`config.mk`:
```
export PLATFORM = sky130hd
export DESIGN_NAME = execute_stage_flat
export DESIGN_NICKNAME = d
export VERILOG_FILES = /design/src/rtl/execute_stage_if.sv /design/src/rtl/execute_stage.sv /design/src/flat_wrapper.sv
export SDC_FILE = /design/constraint.sdc
export NUM_CORES = 1
export LEC_CHECK = 0
export ABC_AREA = 1
export CAP_MARGIN = 10
export CORE_UTILIZATION = 30
export CTS_CLUSTER_DIAMETER = 150
export CTS_CLUSTER_SIZE = 14
export DETAILED_ROUTE_END_ITERATION = 8
export PLACE_DENSITY_LB_ADDON = 0.08
export SLEW_MARGIN = 20
export SYNTH_ARGS = -nofsm -noshare
export SYNTH_HDL_FRONTEND = slang
export SYNTH_SLANG_ARGS = --single-unit
```
`constraint.sdc`:
```
create_clock -name clk -period 12.1 [get_ports clk]
set_clock_uncertainty 0.1 [all_clocks]
set_input_delay 2.42 -clock clk [delete_from_list [all_inputs] [get_ports clk]]
set_output_delay 2.42 -clock clk [all_outputs]
set_load 0.05 [all_outputs]
```
`src/rtl/execute_stage_if.sv`:
```
// Decode/execute/memory bus for the execute stage: operands in, pipeline copies,
// combinational ALU result and registered execute/memory results out.
interface execute_stage_if #(
    parameter int WIDTH = 16
);
    logic [WIDTH-1:0] aluOp_in;
    logic [WIDTH-1:0] srcA_in;
    logic [WIDTH-1:0] srcB_in;
    logic [WIDTH-1:0] aluOp_out;
    logic [WIDTH-1:0] srcA_out;
    logic [WIDTH-1:0] srcB_out;
    logic [WIDTH-1:0] result;
    logic [3:0]       flags;
    logic [WIDTH-1:0] ALUresult_out;
    logic [3:0]       flags_out;

    modport master (
        output aluOp_in, srcA_in, srcB_in,
        input  aluOp_out, srcA_out, srcB_out, result, flags, ALUresult_out, flags_out
    );

    modport slave (
        input  aluOp_in, srcA_in, srcB_in,
        output aluOp_out, srcA_out, srcB_out, result, flags, ALUresult_out, flags_out
    );
endinterface

```
`src/rtl/execute_stage.sv`:
```
// Execute stage: decode/execute register, combinational 16-op ALU with {N,Z,C,V},
// and execute/memory register for result and flags.
module execute_stage #(
    parameter int WIDTH = 16
) (
    input logic           clk,
    input logic           reset,
    execute_stage_if.slave bus
);
    localparam int SH_W = $clog2(WIDTH);

    localparam logic [3:0] OP_ADD  = 4'd0;
    localparam logic [3:0] OP_SUB  = 4'd1;
    localparam logic [3:0] OP_AND  = 4'd2;
    localparam logic [3:0] OP_OR   = 4'd3;
    localparam logic [3:0] OP_XOR  = 4'd4;
    localparam logic [3:0] OP_NOR  = 4'd5;
    localparam logic [3:0] OP_NOT  = 4'd6;
    localparam logic [3:0] OP_SLL  = 4'd7;
    localparam logic [3:0] OP_SRL  = 4'd8;
    localparam logic [3:0] OP_SRA  = 4'd9;
    localparam logic [3:0] OP_MUL  = 4'd10;
    localparam logic [3:0] OP_SLT  = 4'd11;
    localparam logic [3:0] OP_SLTU = 4'd12;
    localparam logic [3:0] OP_PASA = 4'd13;
    localparam logic [3:0] OP_PASB = 4'd14;

    logic [WIDTH-1:0]        alu_op_p0;
    logic [WIDTH-1:0]        src_a_p0;
    logic [WIDTH-1:0]        src_b_p0;
    logic [WIDTH-1:0]        result_p1;
    logic [3:0]              flags_p1;

    logic [3:0]              op;
    logic signed [WIDTH-1:0] a_s;
    logic signed [WIDTH-1:0] b_s;
    logic [SH_W-1:0]         shamt;
    logic [WIDTH:0]          sum_w;
    logic [WIDTH:0]          diff_w;
    logic [WIDTH-1:0]        alu_res;
    logic                    alu_c;
    logic                    alu_v;
    logic [3:0]              alu_flags;

    // decode/execute boundary
    always_ff @(posedge clk or posedge reset) begin
        if (reset) begin
            alu_op_p0 <= '0;
            src_a_p0  <= '0;
            src_b_p0  <= '0;
        end else begin
            alu_op_p0 <= bus.aluOp_in;
            src_a_p0  <= bus.srcA_in;
            src_b_p0  <= bus.srcB_in;
        end
    end

    assign op     = alu_op_p0[3:0];
    assign a_s    = $signed(src_a_p0);
    assign b_s    = $signed(src_b_p0);
    assign shamt  = src_b_p0[SH_W-1:0];
    assign sum_w  = {1'b0, src_a_p0} + {1'b0, src_b_p0};
    assign diff_w = {1'b0, src_a_p0} - {1'b0, src_b_p0};

    always_comb begin
        alu_res = '0;
        alu_c   = 1'b0;
        alu_v   = 1'b0;
        case (op)
            OP_ADD: begin
                alu_res = sum_w[WIDTH-1:0];
                alu_c   = sum_w[WIDTH];
                alu_v   = (src_a_p0[WIDTH-1] == src_b_p0[WIDTH-1]) &&
                          (sum_w[WIDTH-1] != src_a_p0[WIDTH-1]);
            end
            OP_SUB: begin
                alu_res = diff_w[WIDTH-1:0];
                // diff_w MSB is the borrow; carry means no borrow
                alu_c   = ~diff_w[WIDTH];
                alu_v   = (src_a_p0[WIDTH-1] != src_b_p0[WIDTH-1]) &&
                          (diff_w[WIDTH-1] != src_a_p0[WIDTH-1]);
            end
            OP_AND:  alu_res = src_a_p0 & src_b_p0;
            OP_OR:   alu_res = src_a_p0 | src_b_p0;
            OP_XOR:  alu_res = src_a_p0 ^ src_b_p0;
            OP_NOR:  alu_res = ~(src_a_p0 | src_b_p0);
            OP_NOT:  alu_res = ~src_a_p0;
            OP_SLL:  alu_res = src_a_p0 << shamt;
            OP_SRL:  alu_res = src_a_p0 >> shamt;
            OP_SRA:  alu_res = $unsigned(a_s >>> shamt);
            OP_MUL:  alu_res = src_a_p0 * src_b_p0;
            OP_SLT:  alu_res = {{(WIDTH-1){1'b0}}, (a_s < b_s)};
            OP_SLTU: alu_res = {{(WIDTH-1){1'b0}}, (src_a_p0 < src_b_p0)};
            OP_PASA: alu_res = src_a_p0;
            OP_PASB: alu_res = src_b_p0;
            default: alu_res = '0;
        endcase
        alu_flags = {alu_res[WIDTH-1], (alu_res == '0), alu_c, alu_v};
    end

    // execute/memory boundary
    always_ff @(posedge clk or posedge reset) begin
        if (reset) begin
            result_p1 <= '0;
            flags_p1  <= '0;
        end else begin
            result_p1 <= alu_res;
            flags_p1  <= alu_flags;
        end
    end

    assign bus.aluOp_out     = alu_op_p0;
    assign bus.srcA_out      = src_a_p0;
    assign bus.srcB_out      = src_b_p0;
    assign bus.result        = alu_res;
    assign bus.flags         = alu_flags;
    assign bus.ALUresult_out = result_p1;
    assign bus.flags_out     = flags_p1;
endmodule

```
`src/flat_wrapper.sv`:
```
// flat-port wrapper written by rule: the top's interface ports become plain ports
module execute_stage_flat 
#(
    parameter int WIDTH = 16
)
  (clk, reset, bus_aluOp_in, bus_srcA_in, bus_srcB_in, bus_aluOp_out, bus_srcA_out, bus_srcB_out, bus_result, bus_flags, bus_ALUresult_out, bus_flags_out);
  execute_stage_if #(.WIDTH(WIDTH)) bus_i ();
  input logic clk;
  input logic reset;
  input wire logic [$bits(bus_i.aluOp_in)-1:0] bus_aluOp_in;
  input wire logic [$bits(bus_i.srcA_in)-1:0] bus_srcA_in;
  input wire logic [$bits(bus_i.srcB_in)-1:0] bus_srcB_in;
  output wire logic [$bits(bus_i.aluOp_out)-1:0] bus_aluOp_out;
  output wire logic [$bits(bus_i.srcA_out)-1:0] bus_srcA_out;
  output wire logic [$bits(bus_i.srcB_out)-1:0] bus_srcB_out;
  output wire logic [$bits(bus_i.result)-1:0] bus_result;
  output wire logic [$bits(bus_i.flags)-1:0] bus_flags;
  output wire logic [$bits(bus_i.ALUresult_out)-1:0] bus_ALUresult_out;
  output wire logic [$bits(bus_i.flags_out)-1:0] bus_flags_out;
  assign bus_i.aluOp_in = bus_aluOp_in;
  assign bus_i.srcA_in = bus_srcA_in;
  assign bus_i.srcB_in = bus_srcB_in;
  assign bus_aluOp_out = bus_i.aluOp_out;
  assign bus_srcA_out = bus_i.srcA_out;
  assign bus_srcB_out = bus_i.srcB_out;
  assign bus_result = bus_i.result;
  assign bus_flags = bus_i.flags;
  assign bus_ALUresult_out = bus_i.ALUresult_out;
  assign bus_flags_out = bus_i.flags_out;
  execute_stage #(.WIDTH(WIDTH)) u_core (.clk(clk), .reset(reset), .bus(bus_i));
endmodule
```
== Word-level counts from Yosys, hierarchy flattened ==
Cells that the tools add are included.

* Register bits: 68
* Output and inout port bits: 88
* Logic and storage cells: 44

* Add/sub/neg operators: 2
* Multipliers: 1
* Magnitude comparators: 2
* Equality and inequality tests: 18
* Shift-type cells: 3
* Muxes and demuxes: 3
* Bitwise gates (word level): 6
* Reduce and logical (&&, ||, !) cells: 4

{| class="wikitable"
|+ Operator list
! operator !! number
|-
| case mux 16 bit (15 select lines) || 1
|-
| less-than comparator 16 bit || 2
|-
| NOT 16 bit || 2
|-
| == test 4 bit (second input constant) || 7
|-
| adder 16 x 16 -> 17 bit || 1
|-
| subtractor 16 x 16 -> 17 bit || 1
|-
| AND 16 bit || 1
|-
| == test 4 x 3 -> 1 bit (second input constant) || 4
|-
| logical NOT 16 bit || 1
|-
| multiplier 16 x 16 -> 16 bit || 1
|-
| OR 16 bit || 1
|-
| << shifter 16 x 4 -> 16 bit || 1
|-
| right shift 16 x 4 -> 16 bit || 1
|-
| >>> shifter 16 x 4 -> 16 bit || 1
|-
| XOR 16 bit || 1
|-
| == test 4 x 2 -> 1 bit (second input constant) || 2
|-
| == test 4 x 1 -> 1 bit (second input constant) || 1
|-
| logical NOT 4 bit || 1
|-
| case mux 1 bit (2 select lines) || 2
|-
| != test 1 bit || 3
|-
| logical AND 1 bit || 2
|-
| == test 1 bit || 1
|-
| NOT 1 bit || 1
|}

== Logic depth before layout (Yosys ltp) ==
Gate-level depths: netlist (run 1).

* Depth in word-level cells: 4
* Gate-level depth with buffers: 33

== Worst setup path before layout (run 1) ==
OpenSTA, ideal clock, no wires.

* Kind: reg2out
* From: register u_core.src_b_p0[1], in the netlist u_core.bus.srcB_out[1]
* To: output port bus_flags[2]
* Arrival: 7.262 ns
* Slack: 2.318 ns
* Cell stages (with the launch flop): 26
* Buffers on the path: 3
* Path through: dfrtp_1 -> buf_2 -> buf_1 -> clkbuf_1 -> nand2_1 -> fa_1 -> fa_1 -> inv_1 -> fa_1 -> fa_1 -> fa_1 -> inv_1 -> fa_1 -> inv_1 -> ha_1 -> inv_1 -> o21ai_0 -> a21oi_1 -> nand3_1 -> o21ai_0 -> a21oi_1 -> nor2_1 -> nand3_1 -> nor2_1 -> nand4_1 -> nor2_1

* Elaborated cells on any way between the ends: 14
* Classes of those cells: add/sub: 2; mul: 1; order compare: 2; shift: 3; mux: 1; bitwise: 4; reduce/logical: 1

{| class="wikitable"
|+ RTL lines
! item !! line !! text
|-
| from (decl) || execute_stage.sv:30 || <nowiki>logic [WIDTH-1:0] src_b_p0;</nowiki>
|-
| from (signal assigned) || execute_stage.sv:54 || <nowiki>src_b_p0 <= bus.srcB_in;</nowiki>
|-
| multiplier 16 x 16 -> 16 bit (tied with other cells) || execute_stage.sv:91 || <nowiki>OP_MUL: alu_res = src_a_p0 * src_b_p0;</nowiki>
|-
| case mux 16 bit (15 select lines) (*) || execute_stage.sv:69 || <nowiki>case (op)</nowiki>
|-
| via bus_result[13] || flat_wrapper.sv:16 || <nowiki>output wire logic [$bits(bus_i.result)-1:0] bus_result;</nowiki>
|-
| logical NOT 16 bit (*) || execute_stage.sv:98 || <nowiki>alu_flags = {alu_res[WIDTH-1], (alu_res == '0), alu_c, alu_v};</nowiki>
|-
| to (decl) || flat_wrapper.sv:17 || <nowiki>output wire logic [$bits(bus_i.flags)-1:0] bus_flags;</nowiki>
|}

The timed path passes the listed nets; every way through them passes the cells marked *.

== Final worst setup path (run 1) ==
* From: register u_core.src_a_p0[5], in the netlist u_core.bus.srcA_out[5]
* To: output port bus_flags[2]

* Longest elaborated chain between the ends: 4
* Elaborated cells on any way between the ends: 15
* Classes of those cells: add/sub: 2; mul: 1; order compare: 2; shift: 3; mux: 1; bitwise: 5; reduce/logical: 1

{| class="wikitable"
|+ Ends and longest elaborated chain
! item !! line !! text
|-
| from (decl) || execute_stage.sv:29 || <nowiki>logic [WIDTH-1:0] src_a_p0;</nowiki>
|-
| from (signal assigned) || execute_stage.sv:53 || <nowiki>src_a_p0 <= bus.srcA_in;</nowiki>
|-
| parallel branches: the longest is 2 deep, another holds multiplier 16 x 16 -> 16 bit || -- ||
|-
| case mux 16 bit (15 select lines) (*) || execute_stage.sv:69 ||
|-
| logical NOT 16 bit (*) || execute_stage.sv:98 ||
|}

Every way passes the cells marked *.

==> results of run 1 <==
report_power, final:
group | internal, mW | switching (mW)
combinational | 0.447 | 0.867
sequential | 0.245 | 0.0308
clock | 0.163 | 0.120
total | 0.856 | 1.02
sequential cells by signal (all words and copies together), names as in the netlist:
signal,cells
u_core.bus.aluOp_out,16
u_core.bus.srcB_out,16
u_core.bus.flags_out,4
u_core.bus.srcA_out,16
u_core.bus.ALUresult_out,15
synth_stat cells (all sizes together), types with 2 or more instances:
cell type  number  area, µm²
nand3b          3       22.5
nor4            2       12.5
and2            2       12.5
and3            2       12.5
buf            34        193
o21ai         103        519
a221oi          5       43.8
mux2i           3       30.0
nor3           13       65.1
fa             81       1620
o211ai         16        135
nand3          80        400
ha            100       1250
a31o            2       17.5
clkbuf         24       93.8
a21oi          71        367
a31oi           4       25.0
nand2         429       1630
o2111ai         9       78.8
dfrtp          67       1680
xor2            3       26.3
or2             6       37.5
a211oi          6       45.0
o21a            2       15.0
inv           350       1310
o21bai          2       15.0
o22ai          30        188
o31ai           3       22.5
a21o            2       15.0
clkinv          2       7.51
nor2          105        404
nand4          15       93.8
o211a           2       20.0
layer usage:
layer  up-vias  share of wire [%]  GRT usage (%)
li1       5181                  -              -
met1      5164                 46           36.0
met2       385                 46           41.5
met3        57                6.1           2.89
met4         0                2.1           6.20
met5         -                  0              0
worst register-to-register path: cells and delay by family (launching register included):
kind / cells / cell delay (ns)
XOR/XNOR: 1 / 0.09
adder cells (fa/ha/maj): 8 / 3.28
buffers and inverters: 4 / 0.22
flip-flops: 1 / 0.96
AND/OR/NAND/NOR: 14 / 1.73
AO/OA/AOI/OAI: 1 / 0.22
area by class of cell:
cell class | instances | share of cell area (%)
multi-input cells | 1109 | 57.3
well taps | 455 | 4.53
flip-flops and latches | 67 | 13.3
clock inverters | 7 | 0.657
inverters | 352 | 10.5
repair buffers | 153 | 11.9
clock buffers | 9 | 1.79
path summary, 6_finish.rpt:
path | startpoint | endpoint | slack (ns) | cells past startpoint
min in group asynchronous | reset | u_core.bus.aluOp_out[6]$_DFF_PP0_ | 2.24 | 2
hold / removal | u_core.bus.aluOp_out[0]$_DFF_PP0_ | u_core.bus.ALUresult_out[0]$_DFF_PP0_ | 0.72 | 3
hold reg to reg | u_core.bus.aluOp_out[0]$_DFF_PP0_ | u_core.bus.ALUresult_out[0]$_DFF_PP0_ | 0.72 | 3
setup / recovery | u_core.bus.srcA_out[5]$_DFF_PP0_ | bus_flags[2] | 1.92 | 29
setup reg to reg | u_core.bus.srcA_out[5]$_DFF_PP0_ | u_core.bus.flags_out[2]$_DFF_PP0_ | 5.43 | 28
max in group asynchronous | reset | u_core.bus.srcB_out[1]$_DFF_PP0_ | 8.65 | 3
metrics by stage:
| stage | worst slack [ns] | hold WS [ns] |
|---|---|---|
| after floorplan | 2.32 | 0.959 |
| after global placement | 2.25 | 0.734 |
| after detailed placement | 2.25 | 0.728 |
| after CTS | 1.84 | 0.738 |
| after global routing | 1.46 | 0.799 |
| final | 1.92 | 0.719 |
kinds of logic (layout without fill, tap and decap cells):
kind of cell / Yosys count / after routing / synth area share (%)
adders and majority gates: 181 / 181 / 27.4
and+or+nand+nor: 657 / 657 / 25.7
DFF: 67 / 67 / 16.0
buffers and inverters: 410 / 521 / 15.3
xor gates and xnor gates: 4 / 4 / 0.334
AOI/OAI and AO/OA: 264 / 264 / 15.0
muxes: 3 / 3 / 0.287
==> key figures, run 1 <==
CTS
  • Setup Fix Bufs, Post-CTS: 0
  • Reg clk slew, reported paths: around 0.060 ns
  • Clock tree buffer depth: 2
  • H-tree depth: 3
  • CTS Hold Bufs: 0
  • Worst-Skew Late Latency: ~0.35 ns
  • CTS Sinks: 67
  • CTS resizes: 0
  • CTS root buffer: clkbuf_16
  • TritonCTS clock tree: done
  • CTS Buf Count: 9

Setup path
  • Crit path required time: between 9 and 10 ns
  • WP data arrival: ~7.7 ns
  • Setup crit end kind: primary output
  • CP Class: flop to primary output
  • Delay-heaviest family, CP: adder cells
  • CP max-delay cell: dfrtp_1
  • Critical Path Start Type: flop
  • Critical-path maximum fanout: 19
  • Max incr delay on CP: 0.96 ns
  • Worst Path Buf+Inv: 5

Logic synthesis
  • Synth warn: 0
  • FF+latch count, synth: 67
  • Syn Nets: about 1800
  • Mapped Cells: between 1500 and 2000
  • Prevailing post-synth register cell: dfrtp_1
  • Average size of a mapped cell: 6.61 µm²
  • Sequential fraction of the synthesis area: between 15 and 20%
  • Mapped Area: about 10000 µm²
  • Async SR Flop Fraction: between 90% and 100%
  • Post-synth EDFFs: 0
  • Post-synthesis cell type count: 54

Power
  • Maximum VDD drop: roughly 120 µV
  • Lkg Pwr: about 6.7 nW
  • Pwr Density: approximately 150 nW/µm²
  • Final Total Pwr: 1.87 mW

STA
  • Setup TNS: 0 ns
  • Fmax: 98.2 MHz
  • Max Transition Viols Final: 0
  • Final worst-path cycle share: 84.1%
  • Hold Fails Final Rpt: 0
  • Setup violations, final: 0
  • Slew @ Worst Pin: approximately 1.1 ns
  • Tmin final: between 10 and 15 ns
  • Slew margin rel.: 28.9%
  • RSZ-0062 raised after global routing: false

Finish
  • Commonest cells after routing, fill and taps aside: nand2_1 (421), inv_1 (331), clkdlybuf4s50_1 (137)
  • Layout cell share with drive strength beyond 1: 4.54%
  • Fill cells: approximately 3800
  • Final cell count without fillers: approximately 2200
  • Nets: around 1900
  • Register area: roughly 1700 µm²
  • Multi-input logic area: 7200 µm²
  • Ant. Diodes: 0
  • Area grow syn2layout: 19.9%
  • Final Core Density: 36.5%
  • Most common cell after layout, fill and taps aside: nand2_1
  • Design Area, Final: roughly 13000 µm²

Die
  • Initial Util: a little under a third
  • Die Wd: roughly 190 µm
  • I/O Pins: 138
  • Row Count: slightly below 70
  • Core box area: 34500 µm²
  • Die Height: roughly 190 µm
  • Die Area: roughly 36000 µm²

Route
  • Avg WL per Cell: 20.7 µm
  • First-pass DRT Iterations: 5
  • DR vias/cell: roughly 5
  • Total number of vias: between 10000 and 15000
  • Iteration-0 DRC Markers: between 800 and 900
  • Drt total wl: around 45000 µm
  • Final ANT Viol Nets: 0
  • Post-route DRC: 0

Placed design
  • Placed insts: approximately 2100
  • Post-DP HPWL: about 35000 µm
  • Routability cong.: roughly 0.97
  • PortBufs: 137
  • Post-DP Area: between 10000 and 15000 µm²

Status
  • Status: finished, final reports clean

Run
  • Max-cap viol count: 0

GRT
  • First-pass GRT wire length: approximately 68000 µm
  • Number of global-route vias before repair: ~11000
  • Initial antenna violation count: 0
  • Gr usage total: approximately 26%
  • Largest net degree at the start of global routing: 50
  • Grt ovf: 0

Min path
  • Worst hold path type: flop to flop
Power figures use the tool's default switching activity.
==> inputs of run 2 (changes only) <==
Clock period 12.1 ns to 9.7 ns, I/O delays scaled along.
==> key figures, run 2 (synthesis gave the netlist of run 1 again) <==
STA
  • Slew @ Worst Pin: 0.767 ns (was 1.06 ns)
  • Hold Fails Final Rpt: 0 (unchanged)
  • Setup TNS: 0 ns (unchanged)
  • Worst hold slack: 0.719 ns (about the same)
  • Setup violations, final: 0 (unchanged)
  • Slew margin rel.: 48.8% (was 28.9%)
  • RSZ-0062 raised after global routing: false (unchanged)
  • Tmin final: about 9 ns
  • Fmax: 111 MHz
  • Max Transition Viols Final: 0 (unchanged)
  • Final worst-path cycle share: around 93%

Min path
  • Worst hold path type: flop to flop (unchanged)
  • Hold path cells: 3 (unchanged)

Setup path
  • Max incr delay on CP: 0.81 ns (was 0.96 ns)
  • Critical Path Start Type: flop (unchanged)
  • R2R depth: 23 (was 28)
  • WP data arrival: 6.95 ns (was 7.66 ns)
  • Critical-path maximum fanout: 7 (was 19)
  • CP Class: flop to primary output (unchanged)
  • Setup crit end kind: primary output (unchanged)
  • CP max-delay cell: clkdlybuf4s50_1 (was dfrtp_1)
  • Cell repeated most along the worst path: inv_1
  • Crit path required time: 7.66 ns (was 9.58 ns)

Route
  • Iteration-0 DRC Markers: 892 (was 825)
  • Drt total wl: 44400 µm (was 44700 µm)
  • DR vias/cell: 5.00 (was 5.01)
  • Avg WL per Cell: 20.5 µm (was 20.7 µm)
  • First-pass DRT Iterations: 5 (unchanged)
  • Total number of vias: 10848 (was 10787)
  • Post-route DRC: 0 (unchanged)
  • Final ANT Viol Nets: 0 (unchanged)

GRT
  • First-pass GRT wire length: 67200 µm (was 67700 µm)
  • Grt ovf: 0 (unchanged)
  • Gr usage total: 25.4% (was 25.5%)
  • Initial antenna violation count: 0 (unchanged)
  • Largest net degree at the start of global routing: 46 (was 50)
  • Number of global-route vias before repair: 10904 (was 10815)

Finish
  • Most common cell after layout, fill and taps aside: nand2_1 (unchanged)
  • Commonest cells after routing, fill and taps aside: nand2_1 (421), inv_1 (331), clkdlybuf4s50_1 (136) (was nand2_1 (421), inv_1 (331), clkdlybuf4s50_1 (137))
  • Fill cells: 3733 (was 3775)
  • Nets: 1940 (was 1923)
  • Layout cell share with drive strength beyond 1: 5.54% (was 4.54%)
  • Area grow syn2layout: 21.2% (was 19.9%)
  • Ant. Diodes: 0 (unchanged)

CTS
  • H-tree depth: 3 (unchanged)
  • CTS Sinks: 67 (unchanged)
  • Worst-Skew Late Latency: 0.36 ns (was 0.35 ns)
  • TritonCTS clock tree: done (unchanged)
  • CTS root buffer: clkbuf_16 (unchanged)
  • CTS Hold Bufs: 0 (unchanged)
  • Clock tree buffer depth: 2 (unchanged)
  • CTS Buf Count: 9 (unchanged)
  • Setup Fix Bufs, Post-CTS: 0 (unchanged)
  • Reg clk slew, reported paths: 0.06 ns (about the same)
  • CTS resizes: 0 (unchanged)

Die
  • Core box area: 34500 µm² (unchanged)
  • Row Count: 68 (unchanged)
  • Initial Util: 30.4% (unchanged)
  • Die Height: 189 µm (unchanged)
  • Die Wd: 189 µm (unchanged)
  • I/O Pins: 138 (unchanged)
  • Die Area: 35700 µm² (unchanged)

Run
  • Max-cap viol count: 0 (unchanged)

Power
  • Maximum VDD drop: 135 µV (was 118 µV)
  • Lkg Pwr: 6.81 nW (was 6.70 nW)
  • Pwr Density: 186 nW/µm² (was 149 nW/µm²)

Placed design
  • PortBufs: 137 (unchanged)
  • Routability cong.: 0.945 (was 0.973)
  • Post-DP HPWL: 36300 µm (was 35400 µm)

Status
  • Status: finished, final reports clean (unchanged)
-- run 2: layer usage --
layer / track usage [%] / wire length [µm] / share of wire (%)
met1: 34.7 / 20400 / 46
met2: 41.4 / 20200 / 46
met3: 3.08 / 2490 / 5.6
met4: 8.03 / 1270 / 2.9
met5: 0 / 0 / 0
-- run 2: metrics by stage --
step	cell area (µm²)	total power, mW	cells	setup slack (ns)	util, %
2_1_floorplan	10500	1.49	1586	0.398	-
3_3_place_gp	12400	2.02	2153	0.629	36.0
3_5_place_dp	12400	2.02	2153	0.624	36.0
4_1_cts	12700	2.39	2169	0.224	36.8
5_1_grt	12700	2.60	2169	0.312	36.9
6_report	12700	2.36	2169	0.707	36.9
-- run 2: path summary, 6_finish.rpt --
check / from / end / slack (ns)
setup / recovery: u_core.bus.srcB_out[5]$_DFF_PP0_ / bus_flags[3] / 0.71
hold / removal: u_core.bus.aluOp_out[0]$_DFF_PP0_ / u_core.bus.ALUresult_out[0]$_DFF_PP0_ / 0.72
setup reg to reg: u_core.bus.srcA_out[5]$_DFF_PP0_ / u_core.bus.flags_out[2]$_DFF_PP0_ / 3.45
hold reg to reg: u_core.bus.aluOp_out[0]$_DFF_PP0_ / u_core.bus.ALUresult_out[0]$_DFF_PP0_ / 0.72
max in group asynchronous: reset / u_core.bus.srcB_out[1]$_DFF_PP0_ / 6.72
min in group asynchronous: reset / u_core.bus.srcB_out[14]$_DFF_PP0_ / 1.79
-- run 2: power breakdown --
group | total [mW] | switching (mW) | internal, mW
registers | 0.338 | 0.0320 | 0.306
logic | 1.67 | 1.10 | 0.567
clock network | 0.355 | 0.151 | 0.204
total | 2.36 | 1.29 | 1.08
-- run 2: critical path, delay by kind of cell, from the launching register on --
kind / cells / cell delay (ns)
adder cells (fa/ha/maj): 8 / 3.30
XOR/XNOR: 1 / 0.16
AND/OR/NAND/NOR: 12 / 1.28
AO/OA/AOI/OAI: 1 / 0.21
buffers and inverters: 7 / 1.19
flip-flops: 1 / 0.47
-- run 2: cell type report --
class                           instances  area (µm²)  share of cell area [%]
Timing Repair Buffer                  170        1620                    12.8
Clock inverter                          7        83.8                   0.660
Sequential cell                        67        1680                    13.2
Clock buffer                            9         225                    1.77
Multi-Input combinational cell       1109        7200                    56.7
Tap cell                              455         569                    4.48
Inverter                              352        1320                    10.4
==> inputs of run 3 (changes only) <==
Settings changed: CORE_UTILIZATION 30 to 58, REMOVE_ABC_BUFFERS set to 1.
==> key figures, run 3 (synthesis gave the netlist of run 1 again) <==
Finish
  • Most common cell after layout, fill and taps aside: nand2_1 (unchanged)
  • Commonest cells after routing, fill and taps aside: nand2_1 (421), inv_1 (331), clkdlybuf4s50_1 (136) (unchanged)
  • Final Core Density: 70.3% (was 36.9%)
  • Multi-input logic area: 7200 µm² (about the same)
  • Nets: 1927 (was 1940)
  • Layout cell share with drive strength beyond 1: 4.88% (was 5.54%)
  • Register area: 1680 µm² (about the same)
  • Ant. Diodes: 0 (unchanged)
  • Fill cells: 1499 (was 3733)
  • Area grow syn2layout: 17.2% (was 21.2%)

STA
  • Slew @ Worst Pin: 1.08 ns (was 0.767 ns)
  • Setup TNS: 0 ns (unchanged)
  • Final WS setup: 0.579 ns (was 0.707 ns)
  • Max Transition Viols Final: 0 (unchanged)
  • Final worst-path cycle share: 94.0% (was 92.7%)
  • Setup violations, final: 0 (unchanged)
  • Hold Fails Final Rpt: 0 (unchanged)
  • RSZ-0062 raised after global routing: false (unchanged)
  • Fmax: 110 MHz (was 111 MHz)
  • Tmin final: 9.12 ns (was 8.99 ns)
  • Slew margin rel.: 27.9% (was 48.8%)

GRT
  • Gr usage total: 44.2% (was 25.4%)
  • Initial antenna violation count: 0 (unchanged)
  • Largest net degree at the start of global routing: 68 (was 46)
  • First-pass GRT wire length: 60500 µm (was 67200 µm)
  • Grt ovf: 0 (unchanged)
  • Number of global-route vias before repair: 11275 (was 10904)

Placed design
  • Routability cong.: 1.06 (was 0.945)
  • PortBufs: 137 (unchanged)
  • Post-DP HPWL: 31400 µm (was 36300 µm)
  • Place WS: 0.632 ns (was 0.624 ns)

Setup path
  • Setup crit end kind: primary output (unchanged)
  • CP Class: flop to primary output (unchanged)
  • WP data arrival: 7.08 ns (was 6.95 ns)
  • Critical-path maximum fanout: 12 (was 7)
  • Critical Path Start Type: flop (unchanged)
  • Crit path required time: 7.66 ns (about the same)

Route
  • Total number of vias: 11661 (was 10848)
  • Iteration-0 DRC Markers: 1277 (was 892)
  • Final ANT Viol Nets: 0 (unchanged)
  • DR vias/cell: 6.05 (was 5.00)
  • Avg WL per Cell: 20.7 µm (was 20.5 µm)
  • First-pass DRT Iterations: 7 (was 5)
  • Post-route DRC: 0 (unchanged)
  • Drt total wl: 39900 µm (was 44400 µm)

CTS
  • TritonCTS clock tree: done (unchanged)
  • Clock tree buffer depth: 2 (unchanged)
  • CTS Buf Count: 9 (unchanged)
  • H-tree depth: 3 (unchanged)
  • Worst-Skew Late Latency: 0.35 ns (was 0.36 ns)
  • Reg clk slew, reported paths: 0.07 ns (was 0.06 ns)
  • Setup Fix Bufs, Post-CTS: 0 (unchanged)
  • CTS Hold Bufs: 0 (unchanged)
  • CTS root buffer: clkbuf_16 (unchanged)
  • CTS Sinks: 67 (unchanged)

Run
  • Max-cap viol count: 0 (unchanged)

Die
  • I/O Pins: 138 (unchanged)
  • Die Wd: 136 µm (was 189 µm)
  • Die Area: 18600 µm² (was 35700 µm²)
  • Row Count: 48 (was 68)
  • Initial Util: 60.0% (was 30.4%)
  • Die Height: 136 µm (was 189 µm)
  • Core box area: 17500 µm² (was 34500 µm²)

Min path
  • Worst hold path type: flop to flop (unchanged)

Power
  • Final Total Pwr: 2.33 mW (was 2.36 mW)
  • Maximum VDD drop: 204 µV (was 135 µV)
  • Lkg Pwr: 6.73 nW (was 6.81 nW)
  • Pwr Density: 190 nW/µm² (was 186 nW/µm²)

Status
  • Status: finished, final reports clean (unchanged)
run 3: cell types whose count changed in the layout (fill, tap and decap cells not counted), sizes merged:
cell	delta
buf	-13
clkinvlp	+1
bufinv	-1
clkinv	+1
inv	-1
run 3: stage by stage:
| step | hold WS, ns | cell area, µm² | std cells |
|---|---|---|---|
| 4_1_cts | 0.764 | 12300 | 1926 |
| 2_1_floorplan | 1.22 | 10200 | 1528 |
| 3_3_place_gp | 0.739 | 12000 | 1910 |
| 5_1_grt | 0.792 | 12300 | 1926 |
| 6_report | 0.758 | 12300 | 1926 |
| 3_5_place_dp | 0.744 | 12000 | 1910 |
run 3: layout make-up:
type                            count  area share [%]
Sequential cell                    67            13.7
Multi-Input combinational cell   1109            58.6
Tap cell                          225            2.29
Clock buffer                        9            1.83
Clock inverter                      7           0.418
Timing Repair Buffer              157            12.4
Inverter                          352            10.8
run 3: critical path, cell delays in order (launching register included):
cell and delay, ns:
dfrtp_1 0.71, ha_1 0.44, inv_1 0.19, fa_1 0.49, fa_1 0.56, inv_1 0.05
ha_1 0.21, fa_1 0.45, ha_1 0.29, inv_1 0.05, fa_1 0.48, inv_1 0.04
ha_1 0.36, nand2_1 0.12, nor3_1 0.32, nand3_1 0.12, nand3_1 0.18, nand2_1 0.07
nand2_1 0.07, nand2_1 0.05, nand2_1 0.15, inv_1 0.06, nand3_1 0.07, nand3_1 0.08
nand3_1 0.08, nor2_1 0.06, inv_1 0.14, clkdlybuf4s50_1 0.84
run 3: worst paths after layout:
path,from,end,slack [ns],cells after the start
setup / recovery,u_core.bus.srcA_out[3]$_DFF_PP0_,bus_flags[3],0.58,27
hold / removal,u_core.bus.srcB_out[15]$_DFF_PP0_,u_core.bus.flags_out[1]$_DFF_PP0_,0.76,3
setup reg to reg,u_core.bus.srcA_out[6]$_DFF_PP0_,u_core.bus.flags_out[2]$_DFF_PP0_,3.28,23
min in group asynchronous,reset,u_core.bus.srcA_out[12]$_DFF_PP0_,2.06,3
max in group asynchronous,reset,u_core.bus.srcB_out[1]$_DFF_PP0_,6.81,3
hold reg to reg,u_core.bus.srcB_out[15]$_DFF_PP0_,u_core.bus.flags_out[1]$_DFF_PP0_,0.76,3
run 3: repair_timing:
action / 4_1_cts / 5_1_grt
endpoints found under the hold margin: 0 / 0
resized for setup: 0 / 4
endpoints found under the setup margin: 0 / 1
run 3: metal layers:
layer | global-route usage, % | routed length, µm | vias up
li1 | - | - | 5191
met1 | 54.7 | 14700 | 5439
met2 | 69.1 | 17800 | 854
met3 | 11.6 | 5080 | 177
met4 | 26.0 | 2370 | 0
met5 | 0 | 0 | -
run 3: power breakdown:
| part | internal [mW] | switching (mW) | leakage (nW) | total, mW |
|---|---|---|---|---|
| clock | 0.175 | 0.148 | 0.132 | 0.322 |
| sequential | 0.306 | 0.0357 | 0.799 | 0.342 |
| combinational | 0.564 | 1.10 | 5.80 | 1.66 |
| total | 1.04 | 1.28 | 6.73 | 2.33 |
